**config.mk**
```make
export PLATFORM = sky130hd
export DESIGN_NAME = interleaver_commutator_flat
export DESIGN_NICKNAME = d
export VERILOG_FILES = /design/src/rtl/interleaver_commutator_if.sv /design/src/rtl/interleaver_commutator.sv /design/src/flat_wrapper.sv
export SDC_FILE = /design/constraint.sdc
export NUM_CORES = 1
export LEC_CHECK = 0
export BUFFER_PORTS_ARGS = -buffer_cell sky130_fd_sc_hd__buf_2
export CAP_MARGIN = 0
export CORE_MARGIN = 2
export CORE_UTILIZATION = 40
export DETAILED_ROUTE_END_ITERATION = 6
export PLACE_DENSITY_LB_ADDON = 0.12
export SLEW_MARGIN = 20
export SYNTH_ARGS = -nofsm -noshare
export SYNTH_HDL_FRONTEND = slang
export SYNTH_SLANG_ARGS = --single-unit
```
**constraint.sdc**
```tcl
create_clock -name clk -period 5.2 [get_ports clk]
set_input_delay 1.04 -clock clk [delete_from_list [all_inputs] [get_ports clk]]
set_output_delay 1.04 -clock clk [all_outputs]
set_load 0.02 [all_outputs]
```
**src/rtl/interleaver_commutator_if.sv**
```systemverilog
// -----------------------------------------------------------------------------
// interleaver_commutator_if
// Byte-stream handshake bundle for the interleaver commutator.
//   in_valid / in_ready / in_data / in_sync : upstream byte stream
//   out_valid / out_ready / out_data / out_branch : interleaved output stream
// Modports:
//   master : the side that produces input bytes and consumes output bytes
//   slave  : the commutator itself
// -----------------------------------------------------------------------------
interface interleaver_commutator_if #(
  parameter int PTR_W = 5
);
  logic             in_valid;
  logic             in_ready;
  logic [7:0]       in_data;
  logic             in_sync;
  logic             out_valid;
  logic             out_ready;
  logic [7:0]       out_data;
  logic [PTR_W-1:0] out_branch;

  modport master (
    output in_valid, in_data, in_sync, out_ready,
    input  in_ready, out_valid, out_data, out_branch
  );

  modport slave (
    input  in_valid, in_data, in_sync, out_ready,
    output in_ready, out_valid, out_data, out_branch
  );
endinterface

```
**src/rtl/interleaver_commutator.sv**
```systemverilog
// -----------------------------------------------------------------------------
// interleaver_commutator
// Input commutator and output selector of a convolutional byte interleaver.
// Each accepted byte is broadcast to the branch delay buffers and the branch
// addressed by a rotating pointer is shifted; the byte that branch pushes out
// (or the input byte itself for the zero-delay branch 0) is captured into a
// single registered, back-pressurable output stage.
//
// Parameters:
//   N_BRANCH : number of branches including zero-delay branch 0 (2..32)
//   PTR_W    : branch pointer width, ceil(log2(N_BRANCH))
// Ports:
//   clk          : clock, rising edge
//   reset        : synchronous active-high reset
//   bus          : handshake bundle (slave modport)
//   buf_en       : one-hot shift enable to the branch buffers (bit 0 unloaded)
//   buf_data_in  : byte broadcast to every branch buffer input
//   buf_data_out : flattened branch outputs, branch k at [8k+7:8k]
//
// Optional feature (macro INTERLEAVER_SYNC_ALIGN_EN):
//   when defined, an accepted byte with in_sync=1 is forced onto branch 0 and
//   the pointer restarts at 1; otherwise in_sync is ignored.
// -----------------------------------------------------------------------------
module interleaver_commutator #(
  parameter int N_BRANCH = 18,
  parameter int PTR_W    = 5
) (
  input  logic                    clk,
  input  logic                    reset,
  interleaver_commutator_if.slave bus,
  output logic [N_BRANCH-1:0]     buf_en,
  output logic [7:0]              buf_data_in,
  input  logic [8*N_BRANCH-1:0]   buf_data_out
);

  logic [PTR_W-1:0] ptr_q, ptr_d;
  logic             out_valid_q, out_valid_d;
  logic [7:0]       out_data_q, out_data_d;
  logic [PTR_W-1:0] out_branch_q, out_branch_d;

  logic             accept;
  logic             sync_hit;
  logic [PTR_W-1:0] sel_ptr;
  logic [7:0]       branch_byte;

  // Branch 0 is a straight wire, so its buffer slice carries nothing.
  logic [7:0]       slice0_unused;
  assign slice0_unused = buf_data_out[7:0];

  // Single output register: a new byte may enter whenever the current one
  // is absent or leaving this cycle.
  assign bus.in_ready = !out_valid_q || bus.out_ready;
  assign accept       = bus.in_valid && bus.in_ready;
  assign buf_data_in  = bus.in_data;

`ifdef INTERLEAVER_SYNC_ALIGN_EN
  assign sync_hit = accept && bus.in_sync;
`else
  logic sync_unused;
  assign sync_unused = bus.in_sync;
  assign sync_hit    = 1'b0;
`endif

  // A sync byte redirects this accept to branch 0; the skipped branches
  // simply see no shift.
  assign sel_ptr = sync_hit ? '0 : ptr_q;

  // Branch output is sampled before the enabling edge shifts that buffer.
  always_comb begin
    branch_byte = bus.in_data;
    for (int k = 1; k < N_BRANCH; k++) begin
      if (sel_ptr == PTR_W'(k)) branch_byte = buf_data_out[8*k +: 8];
    end
  end

  // Reset must also stop the buffers shifting in the same cycle.
  always_comb begin
    buf_en = '0;
    for (int k = 0; k < N_BRANCH; k++) begin
      buf_en[k] = accept && !reset && (sel_ptr == PTR_W'(k));
    end
  end

  always_comb begin
    ptr_d        = ptr_q;
    out_valid_d  = out_valid_q;
    out_data_d   = out_data_q;
    out_branch_d = out_branch_q;
    if (accept) begin
      out_data_d   = branch_byte;
      out_branch_d = sel_ptr;
      out_valid_d  = 1'b1;
      ptr_d        = (sel_ptr == PTR_W'(N_BRANCH-1)) ? '0 : sel_ptr + PTR_W'(1);
    end else if (out_valid_q && bus.out_ready) begin
      out_valid_d  = 1'b0;
    end
  end

  always_ff @(posedge clk) begin
    if (reset) begin
      ptr_q        <= '0;
      out_valid_q  <= 1'b0;
      out_data_q   <= 8'h00;
      out_branch_q <= '0;
    end else begin
      ptr_q        <= ptr_d;
      out_valid_q  <= out_valid_d;
      out_data_q   <= out_data_d;
      out_branch_q <= out_branch_d;
    end
  end

  assign bus.out_valid  = out_valid_q;
  assign bus.out_data   = out_data_q;
  assign bus.out_branch = out_branch_q;

endmodule

```
**src/flat_wrapper.sv**
```systemverilog
// flat-port wrapper written by rule: the top's interface ports become plain ports
module interleaver_commutator_flat 
#(
  parameter int N_BRANCH = 18,
  parameter int PTR_W    = 5
)
  (clk, reset, buf_en, buf_data_in, buf_data_out, bus_in_valid, bus_in_data, bus_in_sync, bus_out_ready, bus_in_ready, bus_out_valid, bus_out_data, bus_out_branch);
  interleaver_commutator_if #(.PTR_W(PTR_W)) bus_i ();
  input  logic clk;
  input  logic reset;
  output logic [N_BRANCH-1:0] buf_en;
  output logic [7:0] buf_data_in;
  input  logic [8*N_BRANCH-1:0] buf_data_out;
  input wire logic [$bits(bus_i.in_valid)-1:0] bus_in_valid;
  input wire logic [$bits(bus_i.in_data)-1:0] bus_in_data;
  input wire logic [$bits(bus_i.in_sync)-1:0] bus_in_sync;
  input wire logic [$bits(bus_i.out_ready)-1:0] bus_out_ready;
  output wire logic [$bits(bus_i.in_ready)-1:0] bus_in_ready;
  output wire logic [$bits(bus_i.out_valid)-1:0] bus_out_valid;
  output wire logic [$bits(bus_i.out_data)-1:0] bus_out_data;
  output wire logic [$bits(bus_i.out_branch)-1:0] bus_out_branch;
  assign bus_i.in_valid = bus_in_valid;
  assign bus_i.in_data = bus_in_data;
  assign bus_i.in_sync = bus_in_sync;
  assign bus_i.out_ready = bus_out_ready;
  assign bus_in_ready = bus_i.in_ready;
  assign bus_out_valid = bus_i.out_valid;
  assign bus_out_data = bus_i.out_data;
  assign bus_out_branch = bus_i.out_branch;
  interleaver_commutator #(.N_BRANCH(N_BRANCH), .PTR_W(PTR_W)) u_core (.clk(clk), .reset(reset), .bus(bus_i), .buf_en(buf_en), .buf_data_in(buf_data_in), .buf_data_out(buf_data_out));
endmodule
```
## Yosys cells after proc, flatten, opt, wreduce, memory -nomap -nowiden

Cells that the tools add are included.

- Register bits: 19
- Output and inout port bits: 41

- Add/subtract/negate cells: 1
- Muxes and demuxes: 20
- Eq/ne operators: 17
- Reductions and logical operators: 26

Operators by type and width:

| kind | count |
|---|---|
| $mux 8 | 17 |
| $eq 5x4->1 const B | 8 |
| $logic_and 1x1->1 | 21 |
| $eq 5x3->1 const B | 4 |
| $eq 5x2->1 const B | 2 |
| $eq 5x5->1 const B | 2 |
| $add 5x1->5 const B | 1 |
| $eq 5x1->1 const B | 1 |
| $logic_not 5->1 | 1 |
| $mux 5 | 1 |
| $logic_not 1->1 | 2 |
| $mux 1 | 2 |
| $reduce_bool 2->1 | 1 |
| $logic_or 1x1->1 | 1 |

## Logic depth before layout (Yosys ltp)

Gate-level depths: netlist of run 1.

- Word-level depth: 18
- Gate-level depth with buffers: 12
- Depth with buffers taken out: 8

## Least setup slack after synthesis of run 1

Ideal clock, no wire load.

- Kind: input to output
- Start: input bus_out_ready
- End: output buf_en[4]
- Slack: 1704 ps
- Cell stages on the path: 4
- Arrival: 2456 ps
- Path through: nand2b_1 and2_1 nand2_1 nor4b_1

- Word-level cells in the longest chain between the ends: 4

Ends and longest elaborated chain:

| what | line | text |
|---|---|---|
| start, declared | flat_wrapper.sv:17 | `input wire logic [$bits(bus_i.out_ready)-1:0] bus_out_ready;` |
| $logic_or 1x1->1 | interleaver_commutator.sv:52 | `assign bus.in_ready = !out_valid_q \|\| bus.out_ready;` |
| $logic_and 1x1->1 | interleaver_commutator.sv:53 | `assign accept = bus.in_valid && bus.in_ready;` |
| $logic_and 1x1->1 (2 in a row) | interleaver_commutator.sv:80 | `buf_en[k] = accept && !reset && (sel_ptr == PTR_W'(k));` |
| end, declared | flat_wrapper.sv:11 | `output logic [N_BRANCH-1:0] buf_en;` |

No other way between the ends.

## Worst setup path in the final report of run 1

- Start: register u_core.ptr_q[1]
- End: output buf_en[15]

- Word-level cells in the longest chain between the ends: 2

Ends and longest elaborated chain:

| what | line | text |
|---|---|---|
| start, declared | interleaver_commutator.sv:36 | `logic [PTR_W-1:0] ptr_q, ptr_d;` |
| start signal, assigned | interleaver_commutator.sv:106 | `ptr_q <= ptr_d;` |
| $eq 5x4->1 | interleaver_commutator.sv:80 |  |
| $logic_and 1x1->1 | interleaver_commutator.sv:80 |  |

No other way between the ends.

==> out/qor.yml, run 1 <==
grt_start_max_net_pins: 35
antenna_found_initial: 0
arrival_ps: 2790
cts.repair.resized: 0
yosys.area.top_type_share: 0.136
gr-total-overflow: 0
min_path_type: "reg2reg"
clock-skew-final_ps: 5.83
outcome: "complete, no violations"
tightest_slew_ps: 956
cts_tree: "built"
route.detailed.drc: 0
met3_usage: 0.0490
setup_viol: 0
clock-root-buffer: "clkbuf_8"
diodes: 0
ctsHoldBuffers: 0
crit_type: "reg2out"
clk_path_buf_depth: 2
grt_pass1_vias: 3830
final-max-slew-violation-count: 0
grt_most_used_layer: "met2"
grt_pass1_wl_mm: 18.2
rows: 30
synthToLayoutAreaGrowth_pct: 33.2
grt_usage: 0.297
maxSlewHeadroom: 0.362
clock_sinks: 19
seq_area_frac_synth: 0.136
dpl_worst_slack_ps: 1450
min_period_ps: 3830
io_buffer_count: 188
met2_usage: 0.506
cp_slowest_cell: "ha_1"
route.final.wire_length_mm: 12.0
synth_cell_types: 68
cts-buffers-inserted: 3
dr_total_vias: 4009
cts_max_level: 1
nFillCells: 723
cellLeakagePower_nw: 1.73
nets: 738
first_pass_iters: 5
cellPowerDensity_nw_per_um2: 129
clock_latency_ps: 270
synth_seq_cells: 19
met1_usage: 0.385
synth_cells: 421
initial_core_util: 0.411
required_ps: 4160
dr.first_iter.drc_count: 269
design_area_um2: 3720
cpPeakStageDelay_ps: 810
synth-main-ff-cell: "dfxtp_1"
dieArea_um2: 7670
drv_cap: 0
syn_area_per_cell_um2: 6.64
clock.fmax_mhz: 261
ir_drop_mv: 0.126
place_area_um2: 3670
crit_chain: "ha_1, and3_1, ha_1, and3_1, buf_2"
fin_util: 0.548
synth_edf_count: 0
core_um2: 6790
grt_setup_unrepaired: "false"
die_w_um: 87.6
routedWlPerCell_um: 17.9
cts_setup_buffers: 0
yosys_warnings: 0
finalHoldViolations: 0
die_h_um: 87.6
cp-end-kind: "output pin"
setup_ws_ps: 1370
fin_crit_sh: 0.737
synth_area_um2: 2790
dp_hpwl_mm: 9.04
worstPathMaxFanout: 25
synth_nets: 583
yosys.area.top_type: "dfxtp_1"
drtAntennaViolNets: 0
clk_pin_slew_ps: 80
startpoint_type: "flip-flop"
drive_above_1_share: 0.358
ys_async_sr_fraction: 0
gp_congestion: 0.910
synth_area_leaders: "dfxtp_1, a21oi_1, nor2_1"
finalSetupTns_ps: 0
io_pins: 198
drt-vias-per-instance: 5.97
## worst max-delay path: cells and delay by family (launching register included)
family / cells / cell delay [ps]
fa+ha+maj: 2 / 1390
flops: 1 / 440
buf+inv: 1 / 160
simple gates: 2 / 530
## kinds of logic (layout without fill, tap and decap cells)
| family | after synthesis | in the layout | synth area share |
|---|---|---|---|
| simple gates | 179 | 179 | 0.353 |
| compound gates | 152 | 152 | 0.362 |
| buf+inv | 59 | 213 | 0.100 |
| flops | 19 | 19 | 0.136 |
| mux | 6 | 6 | 0.0224 |
| fa+ha+maj | 5 | 5 | 0.0224 |
| xor+xnor | 1 | 1 | 0.00314 |
## power by group
part           switching (mW)  total [mW]  leakage (nW)  internal [mW]
logic                   0.115       0.206          1.55         0.0916
registers             0.00593       0.160         0.156          0.154
clock network          0.0602       0.114        0.0217         0.0542
total                   0.181       0.481          1.73          0.300
## sequential cells by signal, indices dropped and copies added, names as in the netlist
| name | cells |
|---|---|
| u_core.bus.out_branch | 5 |
| u_core.bus.out_valid | 1 |
| u_core.ptr_q | 5 |
| u_core.bus.out_data | 8 |
## final timing paths
kind	endpoint	from	slack [ps]	cells past startpoint
max	buf_en[15]	u_core.ptr_q[1]	1370	5
max reg2reg	u_core.bus.out_data[0]	u_core.ptr_q[1]	1890	8
min reg2reg	u_core.bus.out_branch[2]	u_core.bus.out_branch[2]	460	2
min	u_core.bus.out_branch[2]	u_core.bus.out_branch[2]	460	2
## cells in the final DEF (no fill, tap or decap), types with 3 or more instances in the layout
master and instances:
o22ai_1 15, o31ai_1 3, a21oi_1 40, buf_4 5
a311oi_1 3, o21ai_1 3, nor2b_1 6, or3_1 3
nand4b_1 8, nand3_1 13, nand2_1 40, o221ai_1 4
nand2b_1 8, nor4_1 3, nor3_1 13, buf_2 188
ha_1 5, nand4bb_1 5, o21ai_0 27, mux2i_1 4
inv_1 16, o32ai_1 3, and3_1 4, a22oi_1 5
and2_1 5, dfxtp_1 19, a31oi_1 3, a221oi_1 9
o21bai_1 3, nor2_1 50, a221o_1 5, clkbuf_8 3
o211ai_1 5, a211oi_1 8
## routing by layer
layer,part of all wire,wire [µm]
met5,0,0
met3,0.080,958
met1,0.42,4990
met2,0.48,5700
met4,0.028,337
## synth_stat cells (all sizes together) (3+ instances only)
| cell type | instances |
|---|---|
| nor2 | 51 |
| a21oi | 40 |
| nand2 | 40 |
| o21ai | 30 |
| clkbuf | 23 |
| buf | 20 |
| dfxtp | 19 |
| inv | 16 |
| o22ai | 15 |
| nand3 | 13 |
| nor3 | 13 |
| a221oi | 9 |
| a211oi | 8 |
| nand2b | 8 |
| nand4b | 8 |
| nor2b | 6 |
| a221o | 5 |
| a22oi | 5 |
| and2 | 5 |
| ha | 5 |
| nand4bb | 5 |
| o211ai | 5 |
| and3 | 4 |
| mux2i | 4 |
| o221ai | 4 |
| a311oi | 3 |
| a31oi | 3 |
| nor3b | 3 |
| nor4 | 3 |
| nor4b | 3 |
| o21bai | 3 |
| o31ai | 3 |
| o32ai | 3 |
| or3 | 3 |
| or3b | 3 |
## per-stage QoR
stage	std cells	power, mW	hold slack (ps)
final	671	0.481	459
after global routing	671	0.505	485
after CTS	671	0.478	460
after detailed placement	667	0.366	447
after global placement	667	0.363	447
after floorplan	421	0.273	478
## final cells by class
type | instances | area (µm²) | share of cell area
clock buffers | 3 | 41.3 | 0.0111
well taps | 96 | 120 | 0.0323
flip-flops and latches | 19 | 380 | 0.102
repair buffers | 193 | 978 | 0.263
clock inverters | 1 | 7.51 | 0.00202
inverters | 16 | 60.1 | 0.0161
multi-input cells | 343 | 2130 | 0.573
Power figures use the tool's default switching activity.
==> run 2: changes to the inputs <==
ABC_AREA = 1   (was unset)
clock period = 3.6 ns   (was 5.2 ns; I/O delays follow)
==> run 2 against run 1 <==
- total power is 50% higher
- non-clock buffer count is 2 lower
- synthesized cell count is 33% higher
- hold slack better by 21 ps
- clock power is 29% higher
- utilization is 1.2 points higher
- via count is 6.0% lower
- register-to-register slack worse by 1100 ps
- cell count is 23% higher
- die area is 2.7% higher
- global-route usage is 7.4 points lower
- critical endpoint is now buf_en[13]
- largest cell class unchanged
- highest routed layer unchanged
==> out/qor.yml, run 2 <==
synth_cells: 561  # was 421
required_ps: 2880  # was 4160 ps
drtAntennaViolNets: 0  # unchanged
first_pass_iters: 4  # was 5
clk_pin_slew_ps: 70  # was 80 ps
clock.fmax_mhz: 320
worstPathMaxFanout: 10  # was 25
ctsHoldBuffers: 0  # unchanged
clock_latency_ps: 250  # was 270 ps
synth_seq_cells: 19  # unchanged
synthToLayoutAreaGrowth_pct: 33.7  # was 33.2%
syn_area_per_cell_um2: 5.12  # was 6.64 µm²
finalHoldViolations: 0  # unchanged
clock_sinks: 19  # unchanged
diodes: 0  # unchanged
finalSetupTns_ps: 0  # unchanged
rows: 30  # unchanged
min_period_ps: 3130
die_w_um: 88.7  # was 87.6 µm
ir_drop_mv: 0.196  # was 0.126 mV
synth_area_leaders: "nand2_1, dfxtp_1, inv_1"  # was dfxtp_1, a21oi_1, nor2_1
initial_core_util: 0.418  # was 0.411
drive_above_1_share: 0.333  # was 0.358
outcome: "complete, no violations"  # unchanged
clk_path_buf_depth: 2  # unchanged
dr.first_iter.drc_count: 122  # was 269
synth_cell_types: 34  # was 68
cts_max_level: 1  # unchanged
yosysMostFrequentCell: "nand2_1"  # was nor2_1
cts.repair.resized: 0  # unchanged
sequential_cell_area_um2: 380  # unchanged
dp.cells: 822  # was 667
cts-buffers-inserted: 3  # unchanged
crit_type: "reg2out"  # unchanged
die_h_um: 88.7  # was 87.6 µm
dp_hpwl_mm: 7.64  # was 9.04 mm
final-max-slew-violation-count: 0  # unchanged
largest_reg_flops: 8  # unchanged
route.final.wire_length_mm: 9.27  # was 12.0 mm
cellPowerDensity_nw_per_um2: 187  # was 129 nW/µm²
mostFrequentLayoutCells: "nand2_1, buf_2, inv_1"  # was buf_2, nor2_1, nand2_1, a21oi_1, o21ai_0
clock-root-buffer: "clkbuf_8"  # unchanged
gr-total-overflow: 0  # unchanged
nFillCells: 804  # was 723
grt_usage: 0.223  # was 0.297
grt_start_max_net_pins: 19  # was 35
tightest_slew_ps: 568  # was 956 ps
seq_area_frac_synth: 0.132  # was 0.136
grt_pass1_wl_mm: 14.5  # was 18.2 mm
fin_crit_sh: 0.868
dr_total_vias: 3767  # was 4009
synth_area_um2: 2870  # was 2790 µm²
min_path_type: "reg2reg"  # unchanged
startpoint_type: "flip-flop"  # unchanged
cts_setup_buffers: 0  # unchanged
io_pins: 198  # unchanged
layout.cells.most_common: "nand2_1"  # was buf_2
yosys.area.top_type_share: 0.263  # was 0.136
ys_async_sr_fraction: 0  # unchanged
yosys.area.top_type: "nand2_1"  # was dfxtp_1
yosys_warnings: 0  # unchanged
grt_pass1_vias: 3394  # was 3830
route.detailed.drc: 0  # unchanged
setup_viol: 0  # unchanged
gp_congestion: 0.870  # was 0.910
cellLeakagePower_nw: 2.27  # was 1.73 nW
finalPower_uw: 720  # was 481 µW
dieArea_um2: 7880  # was 7670 µm²
routedWlPerCell_um: 11.2  # was 17.9 µm
antenna_found_initial: 0  # unchanged
synth_nets: 723  # was 583
drv_cap: 0  # unchanged
maxSlewHeadroom: 0.620  # was 0.362
synth_commonest_cells: "nand2_1, inv_1, nand3_1"  # was nor2_1, a21oi_1, nand2_1
finalNonFillerCells: 826  # was 671
nets: 893  # was 738
cts_tree: "built"  # unchanged
cp-end-kind: "output pin"  # unchanged
arrival_ps: 2410  # was 2790 ps
synth_edf_count: 0  # unchanged
synth-main-ff-cell: "dfxtp_1"  # unchanged
multi_input_area_um2: 1920  # was 2130 µm²
grt_setup_unrepaired: "false"  # unchanged
core_um2: 6870  # was 6790 µm²
clock-skew-final_ps: 1.66  # was 5.83 ps
io_buffer_count: 188  # unchanged
drt-vias-per-instance: 4.56  # was 5.97
## run 2: kinds of logic after synthesis
logic type / Yosys count / synth area share
buf+inv: 135 / 0.199
xor+xnor: 1 / 0.00305
flops: 19 / 0.132
compound gates: 79 / 0.155
fa+ha+maj: 5 / 0.0218
simple gates: 322 / 0.488
## run 2: worst paths after layout
kind,endpoint,cells after the start,slack [ps],from
worst max-delay path,buf_en[13],9,470,u_core.ptr_q[1]
worst min-delay path,u_core.bus.out_branch[0],2,480,u_core.bus.out_branch[0]
worst max register to register,u_core.bus.out_data[6],21,770,u_core.ptr_q[1]
worst min register to register,u_core.bus.out_branch[0],2,480,u_core.bus.out_branch[0]
## run 2: power by group
group	switching [mW]	leakage (nW)	internal, mW
registers	0.00853	0.156	0.225
clock network	0.0704	0.0255	0.0768
logic	0.196	2.08	0.143
## run 2: critical path: stages (launching register included)
cell and delay, ps:
dfxtp_1 340, inv_1 150, ha_1 170, inv_1 50, nor2_2 350, inv_1 150, nor2_2 320, clkinv_1 300
nor2_1 150, buf_2 180
## run 2: layout make-up
class,instances,share of cell area
clock buffers,3,0.0107
clock inverters,1,0.00130
inverters,109,0.107
multi-input cells,407,0.500
flip-flops and latches,19,0.0990
well taps,96,0.0313
repair buffers,191,0.251
## run 2: metrics by stage
stage	utilization	cell area (µm²)	worst slack [ps]	hold WS, ps
global route	0.559	3840	217	516
global placement	0.552	3790	805	454
detailed placement	0.552	3790	753	472
finish	0.559	3840	474	479
CTS	0.559	3840	465	484
floorplan	-	2870	943	478
## run 2: metal layers
layer,part of all wire,GRT usage
met5,0,0
met4,0.014,0.0441
met3,0.071,0.0308
met2,0.48,0.403
met1,0.44,0.283
